`config.mk`:
```
export PLATFORM = sky130hd
export DESIGN_NAME = crc_frame_ctrl_flat
export DESIGN_NICKNAME = d
export VERILOG_FILES = /design/src/rtl/crc_frame_ctrl_if.sv /design/src/rtl/crc_frame_ctrl.sv /design/src/flat_wrapper.sv
export SDC_FILE = /design/constraint.sdc
export NUM_CORES = 1
export LEC_CHECK = 0
export ABC_CLOCK_PERIOD_IN_PS = 3500
export CORE_ASPECT_RATIO = 0.75
export CORE_MARGIN = 1.5
export CORE_UTILIZATION = 30
export CTS_CLUSTER_DIAMETER = 50
export CTS_CLUSTER_SIZE = 14
export DETAILED_ROUTE_END_ITERATION = 7
export SLEW_MARGIN = 40
export SYNTH_ARGS = -nofsm -noshare
export SYNTH_HDL_FRONTEND = slang
export SYNTH_SLANG_ARGS = --single-unit
```
`constraint.sdc`:
```
create_clock -name clk -period 3.5 [get_ports clk]
set_clock_uncertainty 0.05 [all_clocks]
set_input_delay 0.875 -clock clk [delete_from_list [all_inputs] [get_ports clk]]
set_output_delay 0.875 -clock clk [all_outputs]
set_load 0.02 [all_outputs]
```
`src/rtl/crc_frame_ctrl_if.sv`:
```
// Valid/ready request and result bundle between a word producer, the CRC
// frame controller and the result consumer.
interface crc_frame_ctrl_if #(
    parameter int DATA_W = 8,
    parameter int CRC_W  = 3
);
    logic                    in_valid;
    logic                    in_ready;
    logic                    mode;
    logic [DATA_W-1:0]       data_in;
    logic [CRC_W-1:0]        crc_in;
    logic [CRC_W:0]          divisor;
    logic                    abort;
    logic                    out_valid;
    logic                    out_ready;
    logic [DATA_W+CRC_W-1:0] msg;
    logic [CRC_W-1:0]        crc;
    logic                    crc_ok;
    logic                    div_err;
    logic                    busy;

    modport master (
        output in_valid, mode, data_in, crc_in, divisor, abort, out_ready,
        input  in_ready, out_valid, msg, crc, crc_ok, div_err, busy
    );

    modport slave (
        input  in_valid, mode, data_in, crc_in, divisor, abort, out_ready,
        output in_ready, out_valid, msg, crc, crc_ok, div_err, busy
    );
endinterface

```
`src/rtl/crc_frame_ctrl.sv`:
```
// Bit-serial CRC encode/check controller, one frame in flight.
// state | meaning
// IDLE  | waiting for a request, in_ready high
// SHIFT | dividing one codeword bit per cycle, MSB first
// DONE  | result held with out_valid until out_ready or abort
module crc_frame_ctrl #(
    parameter int DATA_W = 8,
    parameter int CRC_W  = 3
) (
    input  logic             clk,
    input  logic             rst_n,
    crc_frame_ctrl_if.slave  bus
);
    localparam int MSG_W = DATA_W + CRC_W;
    localparam int CNT_W = $clog2(MSG_W + 1);

    typedef enum logic [1:0] {IDLE, SHIFT, DONE} state_t;

    state_t             state_q;
    logic               mode_q;
    logic [DATA_W-1:0]  data_q;
    logic [CRC_W-1:0]   crc_in_q;
    logic [CRC_W-1:0]   div_q;
    logic [MSG_W-1:0]   sreg_q;
    logic [CRC_W-1:0]   rem_q;
    logic [CRC_W-1:0]   rem_d;
    logic [CNT_W-1:0]   cnt_q;
    logic               out_valid_q;
    logic [MSG_W-1:0]   msg_q;
    logic [CRC_W-1:0]   crc_q;
    logic               crc_ok_q;
    logic               div_err_q;
    logic               last_bit;

    // The generator MSB is implied once the frame is accepted, so only the
    // low CRC_W bits take part in the XOR.
    always_comb begin
        rem_d    = {rem_q[CRC_W-2:0], sreg_q[MSG_W-1]}
                   ^ (rem_q[CRC_W-1] ? div_q : '0);
        last_bit = (cnt_q == CNT_W'(MSG_W - 1));
    end

    always_ff @(posedge clk or negedge rst_n) begin
        if (!rst_n) begin
            state_q     <= IDLE;
            mode_q      <= 1'b0;
            data_q      <= '0;
            crc_in_q    <= '0;
            div_q       <= '0;
            sreg_q      <= '0;
            rem_q       <= '0;
            cnt_q       <= '0;
            out_valid_q <= 1'b0;
            msg_q       <= '0;
            crc_q       <= '0;
            crc_ok_q    <= 1'b0;
            div_err_q   <= 1'b0;
        end else begin
            case (state_q)
                IDLE: begin
                    if (bus.in_valid && !bus.abort) begin
                        mode_q    <= bus.mode;
                        data_q    <= bus.data_in;
                        crc_in_q  <= bus.crc_in;
                        div_q     <= bus.divisor[CRC_W-1:0];
                        sreg_q    <= bus.mode ? {bus.data_in, bus.crc_in}
                                              : {bus.data_in, {CRC_W{1'b0}}};
                        rem_q     <= '0;
                        cnt_q     <= '0;
                        div_err_q <= ~bus.divisor[CRC_W];
                        if (bus.divisor[CRC_W]) begin
                            state_q <= SHIFT;
                        end else begin
                            state_q     <= DONE;
                            out_valid_q <= 1'b1;
                            crc_q       <= '0;
                            crc_ok_q    <= 1'b0;
                        end
                    end
                end
                SHIFT: begin
                    if (bus.abort) begin
                        state_q <= IDLE;
                    end else begin
                        sreg_q <= {sreg_q[MSG_W-2:0], 1'b0};
                        rem_q  <= rem_d;
                        cnt_q  <= cnt_q + 1'b1;
                        if (last_bit) begin
                            state_q     <= DONE;
                            out_valid_q <= 1'b1;
                            crc_q       <= rem_d;
                            msg_q       <= mode_q ? {data_q, crc_in_q}
                                                  : {data_q, rem_d};
                            crc_ok_q    <= !mode_q || (rem_d == '0);
                        end
                    end
                end
                DONE: begin
                    if (bus.abort || bus.out_ready) begin
                        state_q     <= IDLE;
                        out_valid_q <= 1'b0;
                    end
                end
                default: begin
                    state_q     <= IDLE;
                    out_valid_q <= 1'b0;
                end
            endcase
        end
    end

    assign bus.in_ready  = (state_q == IDLE);
    assign bus.busy      = (state_q != IDLE);
    assign bus.out_valid = out_valid_q;
    assign bus.msg       = msg_q;
    assign bus.crc       = crc_q;
    assign bus.crc_ok    = crc_ok_q;
    assign bus.div_err   = div_err_q;
endmodule

```
`src/flat_wrapper.sv`:
```
// flat-port wrapper written by rule: the top's interface ports become plain ports
module crc_frame_ctrl_flat 
#(
    parameter int DATA_W = 8,
    parameter int CRC_W  = 3
)
  (clk, rst_n, bus_in_valid, bus_mode, bus_data_in, bus_crc_in, bus_divisor, bus_abort, bus_out_ready, bus_in_ready, bus_out_valid, bus_msg, bus_crc, bus_crc_ok, bus_div_err, bus_busy);
  crc_frame_ctrl_if #(.DATA_W(DATA_W), .CRC_W(CRC_W)) bus_i ();
  input  logic clk;
  input  logic rst_n;
  input wire logic [$bits(bus_i.in_valid)-1:0] bus_in_valid;
  input wire logic [$bits(bus_i.mode)-1:0] bus_mode;
  input wire logic [$bits(bus_i.data_in)-1:0] bus_data_in;
  input wire logic [$bits(bus_i.crc_in)-1:0] bus_crc_in;
  input wire logic [$bits(bus_i.divisor)-1:0] bus_divisor;
  input wire logic [$bits(bus_i.abort)-1:0] bus_abort;
  input wire logic [$bits(bus_i.out_ready)-1:0] bus_out_ready;
  output wire logic [$bits(bus_i.in_ready)-1:0] bus_in_ready;
  output wire logic [$bits(bus_i.out_valid)-1:0] bus_out_valid;
  output wire logic [$bits(bus_i.msg)-1:0] bus_msg;
  output wire logic [$bits(bus_i.crc)-1:0] bus_crc;
  output wire logic [$bits(bus_i.crc_ok)-1:0] bus_crc_ok;
  output wire logic [$bits(bus_i.div_err)-1:0] bus_div_err;
  output wire logic [$bits(bus_i.busy)-1:0] bus_busy;
  assign bus_i.in_valid = bus_in_valid;
  assign bus_i.mode = bus_mode;
  assign bus_i.data_in = bus_data_in;
  assign bus_i.crc_in = bus_crc_in;
  assign bus_i.divisor = bus_divisor;
  assign bus_i.abort = bus_abort;
  assign bus_i.out_ready = bus_out_ready;
  assign bus_in_ready = bus_i.in_ready;
  assign bus_out_valid = bus_i.out_valid;
  assign bus_msg = bus_i.msg;
  assign bus_crc = bus_i.crc;
  assign bus_crc_ok = bus_i.crc_ok;
  assign bus_div_err = bus_i.div_err;
  assign bus_busy = bus_i.busy;
  crc_frame_ctrl #(.DATA_W(DATA_W), .CRC_W(CRC_W)) u_core (.clk(clk), .rst_n(rst_n), .bus(bus_i));
endmodule
```
== Word-level counts from Yosys, hierarchy flattened ==
Cells that the tools add are included.

* Register bits: 52
* Input port bits: 21
* Output and inout bits: 19
* Logic and storage cells: 75

* Add/sub/neg operators: 1
* Equality and inequality tests: 9
* Multiplexer cells: 34
* Bitwise gates (word level): 3
* Reduce and logical (&&, ||, !) cells: 15

{| class="wikitable"
|+ Operators by type and width
! operator !! number
|-
| two-way mux 3 bit || 9
|-
| two-way mux 11 bit || 2
|-
| case mux 11 bit (2 select lines) || 1
|-
| case mux 3 bit (2 select lines) || 2
|-
| two-way mux 2 bit || 5
|-
| AND reduction 5 bit || 2
|-
| two-way mux 1 bit || 9
|-
| AND reduction 3 bit || 3
|-
| two-way mux 4 bit || 2
|-
| case mux 4 bit (2 select lines) || 1
|-
| inequality test 2 x 1 -> 1 bit, second input constant || 3
|-
| case mux 2 bit (3 select lines) || 1
|-
| adder 4 x 1 -> 4 bit, second input constant || 1
|-
| == test 4 bit, second input constant || 1
|-
| inequality test 2 bit, second input constant || 2
|-
| nonzero test 2 bit || 2
|-
| logical NOT 3 bit || 1
|-
| inequality test 3 x 2 -> 1 bit, second input constant || 1
|-
| case mux 1 bit (3 select lines) || 1
|-
| XOR 3 bit || 1
|-
| == test 2 x 1 -> 1 bit, second input constant || 1
|-
| == test 2 bit, second input constant || 1
|-
| logical NOT 1 bit || 2
|-
| logical NOT 2 bit || 1
|-
| 5 further kinds || 7
|}

== Logic depth before layout (Yosys ltp) ==
Gate-level depths: netlist (run 1).

* Depth in word-level cells: 7
* Gate-level depth with buffers: 7

== Worst setup path before layout (run 1) ==
OpenSTA, ideal clock, no wires.

* Kind: input port to flip-flop
* From: input port bus_abort
* To: register u_core.msg_q[0] (netlist: u_core.bus.msg[0])
* Setup time: 0.125 ns
* Arrival time: 1.814 ns
* Required time: 3.325 ns
* Setup slack: 1.510 ns
* Stages on the path: 4
* Buffers on the path: 1
* Path through: or3b_4 > nor2_4 > buf_12 > mux2_4

* Word-level cells in the longest chain between the ends: 2

{| class="wikitable"
|+ Ends and longest elaborated chain
! element !! line !! source
|-
| from (decl) || flat_wrapper.sv:16 || <nowiki>input wire logic [$bits(bus_i.abort)-1:0] bus_abort;</nowiki>
|-
| NOT 1 bit (no line) || -- ||
|-
| AND reduction 3 bit (no line) || -- ||
|-
| to (signal assigned) || crc_frame_ctrl.sv:92 || <nowiki>msg_q <= mode_q ? {data_q, crc_in_q}</nowiki>
|-
| to (decl) || crc_frame_ctrl.sv:29 || <nowiki>logic [MSG_W-1:0] msg_q;</nowiki>
|}

No other way between the ends.
A chain may end at the register's enable or synchronous reset.

== Worst setup path after layout (run 1) ==
* From: register u_core.state_q[0]
* To: output port bus_busy

* Word-level cells in the longest chain between the ends: 1

{| class="wikitable"
|+ Ends and longest elaborated chain
! element !! line !! source
|-
| from (decl) || crc_frame_ctrl.sv:19 || <nowiki>state_t state_q;</nowiki>
|-
| from (signal assigned) || crc_frame_ctrl.sv:45 || <nowiki>state_q <= IDLE;</nowiki>
|-
| from (signal assigned) || crc_frame_ctrl.sv:72 || <nowiki>state_q <= SHIFT;</nowiki>
|-
| from (signal assigned) || crc_frame_ctrl.sv:74 || <nowiki>state_q <= DONE;</nowiki>
|-
| nonzero test 2 bit || crc_frame_ctrl.sv:113 || <nowiki>assign bus.busy = (state_q != IDLE);</nowiki>
|-
| to (decl) || flat_wrapper.sv:24 || <nowiki>output wire logic [$bits(bus_i.busy)-1:0] bus_busy;</nowiki>
|}

No other way between the ends.

==> results of run 1 <==
metal layers:
metal,part of all wire [%],up-vias,track usage (%),wire [um]
met5,0,-,0,0
met4,1.2,0,3.84,55
met3,3.9,7,3.94,182
met2,44,22,19.2,2080
met1,50,773,15.9,2370
li1,-,755,-,-
cells in the mapped netlist (2+ instances only):
cell       n  area (sq um)
buf_4      4          30.0
inv_1      4          15.0
mux2_2     7          78.8
mux2i_1    8          80.1
nor3_1     2          10.0
a21oi_1    4          20.0
o21ai_1    2          10.0
nor2_1     6          22.5
mux2_4     8           120
xor2_1     6          52.6
nor3b_2    2          25.0
nand2_1   31           116
o21ai_0   22           110
nand2b_1   2          12.5
mux2_1    10           113
ha_1       2          25.0
and3_1     2          12.5
dfrtp_1   52          1300
worst min-delay path by stage:
stage,start,to,depth (start not counted)
2_1_floorplan,u_core.sreg_q[2],u_core.sreg_q[2],2
3_3_place_gp,u_core.sreg_q[9],u_core.sreg_q[9],2
3_5_place_dp,u_core.data_q[7],u_core.data_q[7],1
4_1_cts,u_core.data_q[7],u_core.data_q[7],1
5_1_grt,u_core.data_q[7],u_core.data_q[7],1
6_report,u_core.sreg_q[9],u_core.sreg_q[9],2
state kept, by name (all words and copies together) (netlist names):
| signal | flops |
|---|---|
| u_core.state_q | 2 |
| u_core.crc_in_q | 3 |
| u_core.bus.div_err | 1 |
| u_core.mode_q | 1 |
| u_core.sreg_q | 11 |
| u_core.bus.msg | 11 |
| u_core.cnt_q | 4 |
| u_core.rem_q | 3 |
| u_core.div_q | 3 |
| u_core.bus.out_valid | 1 |
| u_core.bus.crc_ok | 1 |
| u_core.data_q | 8 |
| u_core.bus.crc | 3 |
cells by family after synthesis:
| family | Yosys count | share of synthesized area, % |
|---|---|---|
| xor+xnor | 6 | 2.26 |
| flops | 52 | 55.9 |
| mux | 33 | 16.8 |
| fa+ha+maj | 2 | 1.07 |
| simple gates | 54 | 11.7 |
| buf+inv | 13 | 3.81 |
| compound gates | 35 | 8.49 |
report_power, final:
| group | internal, W | switching, W |
|---|---|---|
| clock | 0.000144 | 0.000207 |
| combinational | 0.000101 | 0.0000999 |
| sequential | 0.000677 | 0.0000562 |
per-stage QoR:
step / worst slack [ns] / utilization [%] / total power, W / hold WS, ns / instance area [sq um]
final: 0.947 / 38.9 / 0.00128 / 0.436 / 2890
after CTS: 0.922 / 38.9 / 0.00130 / 0.441 / 2890
after detailed placement: 0.679 / 37.7 / 0.000950 / 0.418 / 2800
after global placement: 0.722 / 37.7 / 0.000942 / 0.413 / 2800
after floorplan: 1.51 / - / 0.000857 / 0.400 / 2330
after global routing: 0.845 / 38.9 / 0.00136 / 0.454 / 2890
cell type report:
| cell class | instances | area [sq um] |
|---|---|---|
| fillers | 739 | 4540 |
| flip-flops and latches | 52 | 1300 |
| multi-input cells | 130 | 938 |
| repair buffers | 43 | 415 |
| well taps | 101 | 126 |
| clock buffers | 5 | 68.8 |
| clock inverters | 3 | 22.5 |
| inverters | 5 | 18.8 |
worst reg2reg max path, cell delays in order, from the launching register on:
cell and delay, ns:
dfrtp_1 0.59, or3b_4 0.47, nor2_4 0.38, mux2_2 0.39
==> results.toml, run 1 <==
[cts]
root_buffer = "clkbuf_8"
cts_setup_buffers = 0
clk_latency_ns = 0.31
clock-sinks = 52
htreeDepth = 2
postCtsHoldBufs = 0
cts_buffers = 5
ctsResizeCount = 0
cts_buffer_depth = 2
clk_pin_slew_worst_paths_ns = 0.09
cts_tree = "yes"

[critical_path]
cp_max_fo = 13
crit_required_ns = 2.57
regToRegSetupSlack_ns = 1.50
crit_path_cell_trace = "nor2_2 -> inv_2 -> clkdlybuf4s50_1"
cp_num_buf_inv = 2
r2r_start = "u_core.state_q[0]"
start_kind = "flop"
r2r_cells = 3
cpMaxStageDelayCell = "dfrtp_1"
r2r_end = "u_core.bus.msg[10]"
critical_path_arrival_ns = 1.63
crit_end = "bus_busy"
cp_top_family = "buffers and inverters"
cp-startpoint = "u_core.state_q[0]"
slowest_delay_ns = 0.59
end_kind = "output port"
critical_path_cell_count = 3
critPathKind = "flop to output port"

[layout]
antenna_cells = 0
final_common_cell = "dfrtp_1"
final_nets = 260
syn_to_final_growth_pct = 24.2
stdcell_count = 339
drive_above_1_share_pct = 14.7
final_cell_mix = "52 x dfrtp_1, 38 x clkdlybuf4s50_1, 31 x nand2_1, 22 x o21ai_0, 10 x mux2_1"

[synth]
yosys_warnings = 0
ys_ff_latch = 52
synth-edff-count = 0
ys_types = 39
async_flop_share_pct = 100
synthCells = 195
syn-num-nets = 218
synth_flop_cell = "dfrtp_1"
synth_area_sq_mm = 0.00233
synth-seq-area-share_pct = 55.9
syn_area_per_cell_sq_um = 11.9

[floorplanning]
die_h_um = 79.3
die_w_um = 105
dieArea_sq_mm = 0.00830
core_area_sq_mm = 0.00743
ios = 40
start_util_pct = 31.3
row_count = 27

[grt]
grt_pass1_wl_mm = 7.81
grt_antenna_before_repair = 0
grt_overflow = 0
track_usage_pct = 12.2
grt_pass1_vias = 1579
grt_max_degree = 28

[power]
vdd_drop_max_mv = 0.144
p_leak_nw = 1.24
power_density_mw_per_mm2 = 444

[timing]
worstMarginPinSlew_ns = 0.632
fmax_mhz = 392
tns_ns = 0
slew_headroom_pct = 57.9
hold_viol = 0
min_period_ns = 2.55
rsz0062_at_grt = "false"
timing.final.crit_share_pct = 72.9
setup_viol = 0
drv_slew = 0

[detailed_routing]
wl_per_cell_um = 13.8
drt_iter0_markers = 93
dr.pass1.iters = 4
dr_total_vias = 1557
drc_errors = 0
viasPerCell = 4.59
routed_wl_mm = 4.69
ant_nets = 0

[flow_run]
cap_violations = 0

[placement]
io_buffers = 39
dp.cells = 331
gp_congestion = 0.757
dp_hpwl_mm = 3.32

[worst_hold_path]
worstHoldPathType = "flop to flop"

[run_status]
status = "finished clean"
(Power assumes the default switching activity.)
==> run 2, diff against run 1 <==
- ABC_CLOCK_PERIOD_IN_PS: 3500 -> 2200
- clock period: 3.5 -> 2.2 ns (I/O delays scaled with it)
==> run 2 against run 1 <==
Worst hold slack got worse by 0.21 ns; sequential share of layout area decreased by 1.3 points; cell area increased by 3.1%; flip-flop and latch count did not move; total power is 60% higher; clock-buffer cell count unchanged; final cell count increased by 1.5%; wire length unchanged; critical endpoint unchanged; utilization is 1.2 points higher.
==> results.toml, run 2 (synthesis results as in run 1) <==
[run_status]
status = "finished clean"

[power]
switching_share_pct = 28.1
vdd_drop_max_mv = 0.234
power_density_mw_per_mm2 = 689
p_comb_share_pct = 16.5
power.switching_w = 0.000577
p_clk_share_pct = 26.9
pwr-share-seq_pct = 56.6
power.internal_w = 0.00148
p_leak_nw = 1.28

[critical_path]
slowest_delay_ns = 0.59
r2r_cells = 5
cp_num_buf_inv = 2
crit_required_ns = 1.60
regToRegSetupSlack_ns = 0.44
crit_path_cell_trace = "nor2_2 -> inv_2 -> clkdlybuf4s50_1"
r2r_start = "u_core.state_q[1]"
end_kind = "output port"
critPathKind = "flop to output port"
cp_top_family = "buffers and inverters"
cp_max_fo = 13
r2r_end = "u_core.bus.msg[10]"
start_kind = "flop"
cpMaxStageDelayCell = "clkdlybuf4s50_1"
critical_path_arrival_ns = 1.51

[layout]
syn_to_final_growth_pct = 28.0
post-route-util_pct = 40.1
final_common_cell = "dfrtp_1"
final_nets = 265
final_cell_mix = "51 x dfrtp_1, 37 x clkdlybuf4s50_1, 31 x nand2_1, 22 x o21ai_0, 10 x mux2_1"
drive_above_1_share_pct = 16.9
stdcell_count = 344
antenna_cells = 0

[timing]
timing.final.crit_share_pct = 95.7
min_period_ns = 2.11
drv_slew = 0
slew_headroom_pct = 54.6
worstMarginPinSlew_ns = 0.681
hold_viol = 0
setup_viol = 0
tns_ns = 0
rsz0062_at_grt = "false"
fmax_mhz = 475

[grt]
grt_max_degree = 30
grt_pass1_vias = 1531
grt_pass1_wl_mm = 8.05
track_usage_pct = 12.5
grt_antenna_before_repair = 0
grt_overflow = 0

[detailed_routing]
viasPerCell = 4.52
drc_errors = 0
drt_iter0_markers = 27
wl_per_cell_um = 13.6
routed_wl_mm = 4.69
ant_nets = 0
dr_total_vias = 1556
dr.pass1.iters = 4

[cts]
cts_buffers = 5
clk_pin_slew_worst_paths_ns = 0.10
cts_tree = "yes"
clock-sinks = 52
htreeDepth = 2
cts_setup_buffers = 0
clk_latency_ns = 0.31
root_buffer = "clkbuf_8"
cts_buffer_depth = 2

[floorplanning]
start_util_pct = 31.3
die_h_um = 79.3
ios = 40
die_w_um = 105
row_count = 27
dieArea_sq_mm = 0.00830
core_area_sq_mm = 0.00743

[worst_hold_path]
worstHoldPathType = "input port to asynchronous set/reset pin"

[flow_run]
cap_violations = 0

[placement]
gp_congestion = 0.727
io_buffers = 39
dp_hpwl_mm = 3.43
dp.cells = 336
run 2: cell type report:
cell class,count,area [sq um]
fill,730,4450
inverter,5,18.8
clock inverter,3,21.3
clock buffer,5,68.8
tap,101,126
timing repair buffer,48,505
multi-input combinational,130,938
sequential,52,1300
run 2: worst register-to-register path, cell delays in order (launching register included):
cell and delay, ns:
dfrtp_1 0.41, buf_4 0.17, or3b_4 0.42, nor2_4 0.11, buf_12 0.15, mux2_2 0.33
run 2: power by group through the flow:
stage,combinational (W),sequential [W],clock (W)
floorplan,0.000196,0.00117,0
global placement,0.000339,0.00118,0
detailed placement,0.000346,0.00118,0
CTS,0.000347,0.00116,0.000573
global route,0.000387,0.00119,0.000615
finish,0.000339,0.00116,0.000552
run 2: per-layer routing:
| layer | track usage, % | wire length [um] | vias up |
|---|---|---|---|
| met4 | 4.52 | 63 | 0 |
| met1 | 17.9 | 2400 | 758 |
| met5 | 0 | 0 | - |
| met2 | 18.2 | 2060 | 21 |
| met3 | 3.04 | 155 | 8 |
| li1 | - | - | 769 |
run 2: stage by stage:
stage	setup slack, ns	hold slack, ns	cell area (sq um)	power [W]
after floorplan	0.446	0.204	2330	0.00136
after global placement	0.0572	0.413	2890	0.00152
after detailed placement	0.0366	0.423	2890	0.00153
after CTS	0.0306	0.240	2980	0.00208
after global routing	0.0159	0.259	2980	0.00219
final	0.0938	0.223	2980	0.00206
run 2: worst max path at each step:
stage | from | to | slack [ns] | cells past startpoint
after floorplan | u_core.state_q[1] | u_core.crc_in_q[2] | 0.45 | 6
after global placement | bus_abort | u_core.bus.msg[10] | 0.06 | 5
after detailed placement | bus_abort | u_core.bus.msg[10] | 0.04 | 5
after CTS | u_core.state_q[0] | bus_in_ready | 0.03 | 2
after global routing | u_core.state_q[0] | bus_busy | 0.02 | 3
final | u_core.state_q[0] | bus_busy | 0.09 | 3
run 2: repair_timing:
item / CTS / global route
hold buffers: 0 / 0
gates resized for setup: 1 / 1
endpoints found under the hold margin: 0 / 0
setup endpoints to repair: 2 / 1
